==> src/rtl/spe_fire_unit.sv <==
// Spiking PE neuron stage: integrates one partial sum per neuron with its residual
// potential, thresholds it, and writes {potential, spike} back to output memory.
module spe_fire_unit #(
    parameter int SPE_IDX     = 0,
    parameter int NODE_ID     = 0,
    parameter int OMEM_ID     = 11,
    parameter int SUM_WIDTH   = 13,
    parameter int THRESHOLD   = 64,
    parameter int NUM_OUTPUTS = 441
) (
    input  logic                 clk,
    input  logic                 rst_n,
    input  logic                 psum_valid,
    output logic                 psum_ready,
    input  logic [SUM_WIDTH-1:0] psum_data,
    input  logic                 rx_valid,
    output logic                 rx_ready,
    input  logic [32:0]          rx_pkt,
    output logic                 tx_valid,
    input  logic                 tx_ready,
    output logic [32:0]          tx_pkt,
    output logic [1:0]           ts_o,
    output logic                 done,
    output logic                 err
);

    typedef enum logic [2:0] {
        IDLE     = 3'd0,
        REQ      = 3'd1,
        WAIT_RES = 3'd2,
        FIRE     = 3'd3,
        SEND     = 3'd4,
        WAIT_TS  = 3'd5,
        DONE     = 3'd6
    } state_t;

    localparam int TARGET = (NUM_OUTPUTS - SPE_IDX + 4) / 5;
    localparam int CNT_W  = $clog2(TARGET + 1);
    localparam logic [CNT_W-1:0]     TARGET_C  = CNT_W'(TARGET);
    localparam logic [3:0]           OMEM_ADDR = 4'(OMEM_ID);
    localparam logic [3:0]           NODE_ADDR = 4'(NODE_ID);
    localparam logic [3:0]           OP_WR     = 4'(2 * SPE_IDX);
    localparam logic [3:0]           OP_RD     = 4'(2 * SPE_IDX + 1);
    localparam logic [3:0]           OP_TS     = 4'd15;
    localparam logic signed [SUM_WIDTH-1:0] TH = SUM_WIDTH'(THRESHOLD);

    // Add two potentials in one extra bit and clamp to the signed SUM_WIDTH range.
    function automatic logic signed [SUM_WIDTH-1:0] sat_add(
        input logic signed [SUM_WIDTH-1:0] a,
        input logic signed [SUM_WIDTH-1:0] b
    );
        logic signed [SUM_WIDTH:0] s;
        s = {a[SUM_WIDTH-1], a} + {b[SUM_WIDTH-1], b};
        if (s[SUM_WIDTH] != s[SUM_WIDTH-1]) begin
            sat_add = s[SUM_WIDTH] ? {1'b1, {(SUM_WIDTH-1){1'b0}}}
                                   : {1'b0, {(SUM_WIDTH-1){1'b1}}};
        end else begin
            sat_add = s[SUM_WIDTH-1:0];
        end
    endfunction

    state_t                        state_r, state_next_s;
    logic [1:0]                    ts_r;
    logic [CNT_W-1:0]              cnt_r;
    logic signed [SUM_WIDTH-1:0]   psum_r, res_r;
    logic                          pending_r;
    logic                          tx_valid_r, psum_ready_r, rx_ready_r, done_r, err_r;
    logic [32:0]                   tx_pkt_r;

    logic                          psum_acc_s, rx_acc_s, tx_acc_s, last_s, rx_ts_s, ts2_s;
    logic signed [SUM_WIDTH-1:0]   v_s, pot_s;
    logic                          spike_s;
    logic                          unused_s;

    assign psum_acc_s = psum_valid && psum_ready_r;
    assign rx_acc_s   = rx_valid && rx_ready_r;
    assign tx_acc_s   = tx_valid_r && tx_ready;
    assign last_s     = ((cnt_r + CNT_W'(1)) == TARGET_C);
    assign rx_ts_s    = (rx_pkt[28:25] == OP_TS);
    assign ts2_s      = (ts_r == 2'd2);

    // Routing on dest is the router's job; the reply address and high data bits are ignored.
    assign unused_s = ^{rx_pkt[32:29] ^ NODE_ADDR, rx_pkt[24:SUM_WIDTH]};

    // Integrate, threshold and reset the potential of the latched neuron.
    always_comb begin
        v_s     = sat_add(psum_r, res_r);
        spike_s = (v_s >= TH);
        if (spike_s) begin
            pot_s = v_s - TH;
        end else begin
            pot_s = v_s;
        end
    end

    // Next-state logic of the neuron sequencer.
    always_comb begin
        state_next_s = state_r;
        case (state_r)
            IDLE: begin
                if (psum_acc_s) begin
                    state_next_s = ts2_s ? REQ : FIRE;
                end else begin
                    state_next_s = IDLE;
                end
            end
            REQ: begin
                if (tx_acc_s) begin
                    state_next_s = WAIT_RES;
                end else begin
                    state_next_s = REQ;
                end
            end
            WAIT_RES: begin
                if (rx_acc_s && !rx_ts_s) begin
                    state_next_s = FIRE;
                end else begin
                    state_next_s = WAIT_RES;
                end
            end
            FIRE: state_next_s = SEND;
            SEND: begin
                if (!tx_acc_s) begin
                    state_next_s = SEND;
                end else if (!last_s) begin
                    state_next_s = IDLE;
                end else if (ts2_s) begin
                    state_next_s = DONE;
                end else if (pending_r) begin
                    state_next_s = IDLE;
                end else begin
                    state_next_s = WAIT_TS;
                end
            end
            WAIT_TS: begin
                if (rx_acc_s && rx_ts_s) begin
                    state_next_s = IDLE;
                end else begin
                    state_next_s = WAIT_TS;
                end
            end
            DONE:    state_next_s = DONE;
            default: state_next_s = IDLE;
        endcase
    end

    // State register.
    always_ff @(posedge clk or negedge rst_n) begin
        if (!rst_n) begin
            state_r <= IDLE;
        end else begin
            state_r <= state_next_s;
        end
    end

    // Handshake outputs; readies follow the next state so a sum or packet is never taken twice.
    always_ff @(posedge clk or negedge rst_n) begin
        if (!rst_n) begin
            psum_ready_r <= 1'b0;
            rx_ready_r   <= 1'b0;
            tx_valid_r   <= 1'b0;
            done_r       <= 1'b0;
        end else begin
            psum_ready_r <= (state_next_s == IDLE);
            rx_ready_r   <= (state_next_s == WAIT_RES) || (state_next_s == WAIT_TS);
            done_r       <= (state_next_s == DONE);
            if (tx_acc_s) begin
                tx_valid_r <= 1'b0;
            end else begin
                tx_valid_r <= (state_r == REQ) || (state_r == SEND);
            end
        end
    end

    // Neuron datapath, packet register, timestep and neuron counters.
    always_ff @(posedge clk or negedge rst_n) begin
        if (!rst_n) begin
            ts_r      <= 2'd1;
            cnt_r     <= '0;
            psum_r    <= '0;
            res_r     <= '0;
            pending_r <= 1'b0;
            tx_pkt_r  <= 33'd0;
            err_r     <= 1'b0;
        end else begin
            case (state_r)
                IDLE: begin
                    if (psum_acc_s) begin
                        psum_r <= psum_data;
                        res_r  <= '0;
                        if (ts2_s) begin
                            tx_pkt_r <= {OMEM_ADDR, OP_RD, 25'd0};
                        end
                    end
                end
                WAIT_RES: begin
                    if (rx_acc_s) begin
                        if (rx_ts_s) begin
                            pending_r <= 1'b1;
                        end else begin
                            res_r <= rx_pkt[SUM_WIDTH-1:0];
                        end
                    end
                end
                FIRE: begin
                    tx_pkt_r <= {OMEM_ADDR, OP_WR, {(24-SUM_WIDTH){1'b0}}, pot_s, spike_s};
                end
                SEND: begin
                    if (tx_acc_s) begin
                        cnt_r <= last_s ? '0 : cnt_r + CNT_W'(1);
                        // A timestep switch seen early is applied as soon as ts1 completes.
                        if (last_s && !ts2_s) begin
                            pending_r <= 1'b0;
                            if (pending_r) begin
                                ts_r <= 2'd2;
                            end
                        end
                    end
                end
                WAIT_TS: begin
                    if (rx_acc_s) begin
                        if (rx_ts_s) begin
                            ts_r  <= 2'd2;
                            cnt_r <= '0;
                        end else begin
                            err_r <= 1'b1;
                        end
                    end
                end
                default: ;
            endcase
        end
    end

    assign psum_ready = psum_ready_r;
    assign rx_ready   = rx_ready_r;
    assign tx_valid   = tx_valid_r;
    assign tx_pkt     = tx_pkt_r;
    assign ts_o       = ts_r;
    assign done       = done_r;
    assign err        = err_r;

endmodule
==> config.mk <==
export PLATFORM = sky130hd
export DESIGN_NAME = spe_fire_unit
export DESIGN_NICKNAME = d
export VERILOG_FILES = /design/src/rtl/spe_fire_unit.sv
export SDC_FILE = /design/constraint.sdc
export NUM_CORES = 1
export LEC_CHECK = 0
export CAP_MARGIN = 25
export CORE_UTILIZATION = 35
export CTS_CLUSTER_DIAMETER = 200
export DETAILED_ROUTE_END_ITERATION = 16
export DONT_BUFFER_PORTS = 1
export PLACE_DENSITY = 0.58
export SYNTH_ARGS = -nofsm -noshare
export SYNTH_HDL_FRONTEND = slang
export SYNTH_SLANG_ARGS = --single-unit
export TNS_END_PERCENT = 50
==> constraint.sdc <==
create_clock -name clk -period 4.7 [get_ports clk]
set_clock_uncertainty 0.2 [all_clocks]
set_input_delay 1.41 -clock clk [delete_from_list [all_inputs] [get_ports clk]]
set_output_delay 1.41 -clock clk [all_outputs]
set_load 0.02 [all_outputs]
Word level (Yosys, flattened, before mapping)
Cells that the tools add are included.

Register bits: 77. Latch bits: 0. RAM bits: 0. Bits in read-only memories: 0. Output and inout port bits: 40. Memories kept: 0.

Add/sub/neg operators: 3. Multipliers: 0. Div/mod/pow operators: 0. Magnitude comparators: 1. Equality and inequality tests: 23. Shifts and indexed selects: 0. Mux-type cells: 37. Bitwise gates (word level): 1. Reductions and logical operators: 23.

Operators by type and width (number): $mux 13 (6); $mux 33 (2); $pmux 33 s2 (1); $mux 7 (4); $pmux 13 s2 (1); $pmux 3 s7 (1); $ne 2x2->1 const B (9); $mux 2 (8); $eq 3x3->1 const B (5); $mux 3 (5); $add 13x13->14 (1); $pmux 7 s2 (1); $ge 13x8->1 const B (1); $sub 13x8->13 const B (1); $eq 3x2->1 const B (3); $reduce_and 4->1 (2); $reduce_bool 2->1 (4); $add 7x1->7 const B (1); $eq 7x7->1 const B (1); $logic_and 1x1->1 (6); $logic_not 3->1 (2); $mux 1 (6); $reduce_and 3->1 (2); $reduce_and 6->1 (1); 12 further kinds (14).

Depth between registers and ports, before layout
Gate-level depths: netlist (run 1).

Word-level depth: 7. Depth in mapped cells: 23.

Least setup slack after synthesis (run 1)
No wires, ideal clock.

Kind: flip-flop to flip-flop. Start point: register psum_r[0]. End point: register tx_pkt_r[9] (netlist: tx_pkt[9]). Arrival: 4414 ps. Data required time: 4378 ps. Slack: -36 ps. Cell stages (with the launch flop): 24. Path through: dfrtp_1 ha_1 inv_1 fa_1 nand2b_1 a21oi_1 nor2_1 o211ai_1 a21oi_1 xnor2_1 ha_1 clkbuf_1 buf_2 and2_1 o21ai_0 and2_1 ha_1 nand3b_1 nor4_1 a22o_1 a211o_1 buf_6 a31o_1 a32o_1.

Cells in the longest elaborated chain, start to end: 6. Elaborated cells between the ends (all ways): 8. Classes of those cells: add/sub: 2; order compare: 1; eq/ne: 1; mux: 4.

RTL lines: start, declared (RTL line 65) `logic signed [SUM_WIDTH-1:0] psum_r, res_r;`; start signal, assigned (RTL line 189) `psum_r <= psum_data;`; $add 13x13->14 * (RTL line 53) `s = {a[SUM_WIDTH-1], a} + {b[SUM_WIDTH-1], b};`; $mux 13 / $ne 1x1->1 (equally long branches) (RTL line 55, 54); $mux 13 * (RTL line 54) `if (s[SUM_WIDTH] != s[SUM_WIDTH-1]) begin`; $sub 13x8->13 / $ge 13x8->1 (equally long branches) (RTL line 90, 88); $mux 13 * (RTL line 89) `if (spike_s) begin`; $pmux 33 s2 * (RTL line 186) `case (state_r)`; end signal, assigned (RTL line 192) `tx_pkt_r <= {OMEM_ADDR, OP_RD, 25'd0};`; end signal, assigned (RTL line 206) `tx_pkt_r <= {OMEM_ADDR, OP_WR, {(24-SUM_WIDTH){1'b0}}, pot_s, spike_s};`; end, declared (RTL line 68) `logic [32:0] tx_pkt_r;`.

Every way passes the cells marked *; elsewhere a longest branch is shown, timed or not. A chain may end at the register's enable or synchronous reset.

Worst setup path in the final report (run 1)
Start point: register psum_r[0]. End point: register tx_pkt_r[10] (netlist: tx_pkt[10]).

Same word-level chain as after synthesis.

==> metrics.md, run 1 <==
| Metric | Value |
|---|---|
| Cell area after synthesis | `3810 µm²` |
| Post-synth top cells | `nand2_1 (64), dfrtp_1 (59), o21ai_0 (38), nor2_1 (22)` |
| Vias per cell | `5.45` |
| Status | `complete, but fails checks` |
| Number of DRC markers in iteration 0 | `220` |
| Congestion Overflow GR | `0` |
| Synth top area cells | `dfrtp_1 (39%), nand2_1 (6.3%), ha_1 (6.2%)` |
| ANT cells | `0` |
| Final hold vios | `0` |
| DRC | `0` |
| Final instance area | `4610 µm²` |
| Mapped Cells | `418` |
| GRT Total Usage | `0.177` |
| Synth Register Bits | `60` |
| Placeable Area | `10500 µm²` |
| Setup TNS Final | `-0.129 ns` |
| Initial antenna violation count | `0` |
| Post-Route WL | `9.62 mm` |
| First-pass GRT wire length | `15.6 mm` |
| Final antenna-violating net count | `0` |
| Syn_area_per_cell | `9.12 µm²` |
| Clock sinks | `60` |
| Endpoint type of the worst setup path | `flip-flop` |
| RSZ-0062 raised after global routing | `yes` |
| Critical path data arrival time | `4.83 ns` |
| Final setup vio count | `3` |
| Ys Warns | `0` |
| Height of the die | `106 µm` |
| Die area | `11300 µm²` |
| CTS Buf Count | `9` |
| Slew margin rel. | `0.500` |
| Number of max-cap violations | `0` |
| Layout cell share with drive strength beyond 1 | `0.240` |
| CP Launch Type | `flip-flop` |
| Ys flop type | `dfrtp_1` |
| Number of synthesized flops with an enable pin | `0` |
| CP required | `4.74 ns` |
| Count of input and output buffers | `0` |
| Worst setup margin | `-0.0934 ns` |
| Failing checks | `negative setup slack` |
| Slew Viols, Final | `0` |
| Crit share post-route | `1.02` |
| Reg2Reg Setup Slack | `-0.09 ns` |
| Vias in the first global route | `3161` |
| Area delta synth->final | `20.9%` |
| First-pass DRT Iterations | `5` |
| Routed length per instance | `15.9 µm` |
| Shortest period the worst path allows | `4.79 ns` |
| Crit-path max FO | `7` |
| Hpwl dp | `6.86 mm` |
| Synth cell types | `65` |
| F_max | `209 MHz` |
| Placed instance area | `4140 µm²` |
| FFs w/ async S/R, synth | `1.00` |
| Layout Nets | `536` |
| Clock-pin slew on the worst setup and hold paths | `0.08 ns` |
| I/O Pins | `91` |
| DR vias | `3301` |
| Row count | `37` |
| Initial Utilization | `0.364` |
| Tightest Pin Transition | `0.741 ns` |
| Clk buf depth | `2` |
| Die width | `106 µm` |
| Critical path class | `reg2reg` |
| Count leader, synth | `nand2_1` |
| Post-CTS Hold Fix Bufs | `0` |
| CTS tree | `built` |
| Hold WC Path Type | `reg2reg` |
| CTS HTree Levels | `3` |
| Top cell type by total area after synthesis | `dfrtp_1` |
| Top cell type's share of synthesized area | `0.387` |
| Largest net degree at the start of global routing | `61` |
| RePlAce Congestion | `0.855` |
| Clock Tree Root | `clkbuf_8` |
| Clock latency on the worst-skew pair | `0.36 ns` |
| Post-synthesis sequential area ratio | `0.394` |
## path summary, 6_finish.rpt
check | startpoint | endpoint | depth (start not counted)
hold reg to reg | res_r[6] | res_r[6] | 2
max in group asynchronous | rst_n | ts_o[0] | 0
min in group asynchronous | rst_n | tx_pkt[3] | 0
setup reg to reg | psum_r[0] | tx_pkt[10] | 23
hold / removal | res_r[6] | res_r[6] | 2
setup / recovery | psum_r[0] | tx_pkt[10] | 23
## cell families (layout without fill, tap and decap cells)
| group | Yosys count | count (layout) | synth area share |
|---|---|---|---|
| and+or+nand+nor | 148 | 148 | 0.195 |
| adders and majority gates | 20 | 20 | 0.0676 |
| DFF | 60 | 60 | 0.394 |
| muxes | 13 | 13 | 0.0381 |
| other | 1 | 15 | 0.000984 |
| xor gates and xnor gates | 7 | 7 | 0.0161 |
| buffers and inverters | 44 | 82 | 0.0624 |
| AOI/OAI and AO/OA | 125 | 125 | 0.226 |
## through the flow
stage / cells / hold slack, ns / worst slack, ns / util
2_1_floorplan: 432 / 0.254 / 0.0725 / -
3_3_place_gp: 575 / 0.264 / -0.315 / 0.395
3_5_place_dp: 575 / 0.278 / -0.400 / 0.395
4_1_cts: 603 / 0.298 / -0.139 / 0.430
5_1_grt: 606 / 0.315 / -0.308 / 0.441
6_report: 606 / 0.288 / -0.0934 / 0.441
## area by class of cell
cell class / instances / area (µm²)
sequential: 60 / 1500
fill: 1040 / 5850
inverter: 15 / 56.3
clock buffer: 9 / 124
multi-input combinational: 328 / 2260
clock inverter: 7 / 98.8
tap: 136 / 170
timing repair buffer: 51 / 394
## what timing repair did
action,CTS,global route
resized for setup,15,17
pin swaps,19,16
endpoints found under the setup margin,8,8
buffers inserted,12,4
## worst max-delay path: stages, from the launching register on
cell      delay [ns]
dfrtp_1         0.37
ha_2            0.19
inv_2           0.04
fa_2            0.33
nand2b_4        0.16
a21oi_4         0.14
nor2_2          0.05
o211ai_1        0.22
a21oi_1         0.11
xnor2_1         0.17
ha_2            0.41
or3b_4          0.15
o311ai_2        0.10
a211oi_2        0.24
o211a_1         0.23
inv_2           0.06
ha_4            0.16
nand3b_1        0.12
nor4_4          0.05
a22o_1          0.19
a211o_1         0.36
buf_4           0.17
a31o_1          0.20
a32o_1          0.24
## sequential cells by signal, indices dropped and copies added (netlist names)
register and count:
done 1, tx_valid 1, cnt_r 7, state_r 3, res_r 13, psum_r 13, ts_o 2, psum_ready 1
tx_pkt 16, pending_r 1, rx_ready 1, err 1
## placed cells by master (no fill, tap or decap), types with 5 or more instances in the layout
master    netlist  routed
conb_1          1      15
nor3_1          6       6
mux2_2         12      12
ha_1           19      16
nand2_1        64      64
a22o_1          6       6
nand2b_1       10       9
nand3_1         7       7
a21oi_1        19      17
nor2_1         22      21
a31oi_1         5       5
o211ai_1        7       7
nand4_1         7       7
and2_1          7       6
inv_1          15      13
a21o_1          7       7
dfrtp_1        59      59
buf_4          17      49
o21ai_0        38      38
clkbuf_8        0       9
## routing by layer
layer | routed length (µm) | GRT usage
met5 | 0 | 0
met4 | 150 | 0.0645
met3 | 496 | 0.0435
met2 | 4460 | 0.267
met1 | 4510 | 0.244
Power of run 1 is left out: the tool's default activity adds up to more than one toggle a clock period on the data nets, which glitch-free logic cannot reach.
==> inputs of run 2 (changes only) <==
--- a/config.mk
+++ b/config.mk
@@ -6,11 +6,12 @@
 export NUM_CORES = 1
 export LEC_CHECK = 0
 export CAP_MARGIN = 25
-export CORE_UTILIZATION = 35
+export CORE_ASPECT_RATIO = 0.9
+export CORE_UTILIZATION = 48
 export CTS_CLUSTER_DIAMETER = 200
 export DETAILED_ROUTE_END_ITERATION = 16
 export DONT_BUFFER_PORTS = 1
-export PLACE_DENSITY = 0.58
+export PLACE_DENSITY = 0.72
 export SYNTH_ARGS = -nofsm -noshare
 export SYNTH_HDL_FRONTEND = slang
 export SYNTH_SLANG_ARGS = --single-unit
==> run 2 against run 1 <==
The run still ends with negative setup slack left. Via count shrank 0.24%. Non-clock buffer count down 1. Largest cell class unchanged. Highest routed layer unchanged. Critical endpoint is now tx_pkt[7]. Cell area down 0.81%. Sequential share of layout area increased by 0.27 points. Critical path type unchanged.
==> metrics.md, run 2 (synthesis gave the netlist of run 1 again) <==
| Metric | Value |
|---|---|
| Number of max-cap violations | `0 (unchanged)` |
| F_max | `210 MHz (+0.61%)` |
| Endpoint type of the worst setup path | `flip-flop` |
| Cell count after placement | `530 (-7.8%)` |
| Final Util | `0.600 (+0.159)` |
| Max stage delay cell, worst path | `or4bb_4` |
| RSZ-0062 raised after global routing | `yes` |
| I/O Pins | `91 (unchanged)` |
| Vias per cell | `5.83 (+7.0%)` |
| Clock Tree Root | `clkbuf_8` |
| Number of flip-flops in the largest register | `16 (unchanged)` |
| Area delta synth->final | `20.0%` |
| ANT cells | `0 (unchanged)` |
| CTS Buf Count | `9 (unchanged)` |
| Post-Place Worst Slack | `-0.268 ns (+0.131 ns)` |
| Delay-heaviest family, CP | `compound AO/OA/AOI/OAI gates` |
| Layout Nets | `535 (-0.19%)` |
| Height of the die | `86.5 µm (-19%)` |
| DRC | `0 (unchanged)` |
| First-pass GRT wire length | `14.9 mm (-4.7%)` |
| Die area | `8300 µm² (-27%)` |
| Commonest non-fill, non-tap cell in the layout | `nand2_1` |
| Hold WC Path Type | `reg2reg` |
| CP required | `4.74 ns (about the same)` |
| Number of DRC markers in iteration 0 | `205 (-6.8%)` |
| Largest net degree at the start of global routing | `61 (unchanged)` |
| Most frequent cells in the layout | `nand2_1 (64), dfrtp_1 (59), buf_4 (50)` |
| First-pass DRT Iterations | `6 (+1)` |
| Failing checks | `negative setup slack` |
| Final hold vios | `0 (unchanged)` |
| RePlAce Congestion | `0.896 (+4.8%)` |
| CP Launch Type | `flip-flop` |
| Final setup vio count | `4 (+1)` |
| Clock latency on the worst-skew pair | `0.34 ns (-0.02 ns)` |
| Final antenna-violating net count | `0 (unchanged)` |
| Status | `complete, but fails checks` |
| Vias in the first global route | `3094 (-2.1%)` |
| Worst-path cell chain | `ha_2, inv_2, fa_2, nand2b_4, a21oi_4, nor2_2, o211ai_1, a21oi_2, xnor2_2, ha_4, or4bb_4, o311ai_4, a211oi_2, o211a_1, inv_2, ha_4, nand3b_1, nor4_2, a22o_1, a211o_1, buf_4, nand2_1, o31ai_2` |
| Congestion Overflow GR | `0 (unchanged)` |
| Placeable Area | `7620 µm² (-27%)` |
| Fill cell count | `644 (-38%)` |
| Critical path data arrival time | `4.80 ns (-0.03 ns)` |
| Crit-path max FO | `7 (unchanged)` |
| Worst Path Buf+Inv | `3 (unchanged)` |
| Tightest Pin Transition | `0.943 ns (+0.203 ns)` |
| Post-Route WL | `9.25 mm (-3.8%)` |
| Clk buf depth | `2 (unchanged)` |
| Finished Layout Cells | `565 (-6.8%)` |
| Hpwl dp | `6.47 mm (-5.8%)` |
| Crit share post-route | `1.01 (-0.00623)` |
| Post-CTS Hold Fix Bufs | `0 (unchanged)` |
| DR vias | `3293 (-0.24%)` |
| Initial Utilization | `0.500 (+0.136)` |
| Routed length per instance | `16.4 µm (+3.2%)` |
| CTS HTree Levels | `3 (unchanged)` |
| Count of input and output buffers | `0 (unchanged)` |
| Clock sinks | `60 (unchanged)` |
| CTS tree | `built` |
| Die width | `95.9 µm (-9.8%)` |
| Initial antenna violation count | `0 (unchanged)` |
| Slew Viols, Final | `0 (unchanged)` |
| Worst setup margin | `-0.0641 ns (+0.0293 ns)` |
| Layout cell share with drive strength beyond 1 | `0.239 (-0.00162)` |
| Shortest period the worst path allows | `4.76 ns (-0.0293 ns)` |
| CP max stage delay | `0.53 ns (+0.12 ns)` |
| GRT Total Usage | `0.233 (+0.0563)` |
| Slew margin rel. | `0.369 (-0.131)` |
| Critical path class | `reg2reg` |
| Row count | `30 (-19%)` |
| Clock-pin slew on the worst setup and hold paths | `0.07 ns (about the same)` |
-- run 2: layer usage --
layer	vias to the layer above	GRT usage	part of all wire	routed length [µm]
met3	14	0.0544	0.066	614
met1	1563	0.318	0.47	4340
met4	0	0.0841	0.017	157
met5	-	0	0	0
li1	1582	-	-	-
met2	134	0.362	0.45	4130
-- run 2: cell type report --
cell class / instances / area, µm² / share of cell area
multi-input cells: 328 / 2280 / 0.498
flip-flops and latches: 60 / 1500 / 0.329
repair buffers: 50 / 375 / 0.0821
clock buffers: 12 / 145 / 0.0317
well taps: 96 / 120 / 0.0263
clock inverters: 4 / 97.6 / 0.0213
inverters: 15 / 56.3 / 0.0123
-- run 2: timing repair --
action	4_1_cts	5_1_grt
resized for setup	10	21
setup buffers	15	4
pin swaps	4	8
endpoints found under the setup margin	8	8
-- run 2: final timing paths --
path | startpoint | endpoint | slack (ns) | depth (start not counted)
worst max-delay path | res_r[0] | tx_pkt[7] | -0.06 | 23
worst min-delay path | res_r[11] | res_r[11] | 0.29 | 2
worst max register to register | res_r[0] | tx_pkt[7] | -0.06 | 23
worst min register to register | res_r[11] | res_r[11] | 0.29 | 2
max in group asynchronous | rst_n | ts_o[0] | 3.54 | 0
min in group asynchronous | rst_n | psum_r[8] | 0.56 | 0
-- run 2: worst register-to-register path: stages, from the launching register on --
cell and delay (ns):
dfrtp_1 0.39, ha_2 0.20, inv_2 0.04, fa_2 0.34, nand2b_4 0.16, a21oi_4 0.14, nor2_2 0.06, o211ai_1 0.20
a21oi_2 0.10, xnor2_2 0.24, ha_4 0.26, or4bb_4 0.53, o311ai_4 0.10, a211oi_2 0.06, o211a_1 0.16, inv_2 0.09
ha_4 0.13, nand3b_1 0.09, nor4_2 0.36, a22o_1 0.19, a211o_1 0.23, buf_4 0.16, nand2_1 0.06, o31ai_2 0.17
-- run 2: stage by stage --
stage,setup TNS (ns),hold WS [ns],instance area [µm²]
after global routing,-1.69,0.334,4570
after detailed placement,-1.48,0.276,4050
final,-0.192,0.286,4570
after CTS,0,0.290,4450
after floorplan,0,0.254,3870
after global placement,-0.803,0.266,4050
Power of run 2 is left out for the same reason.
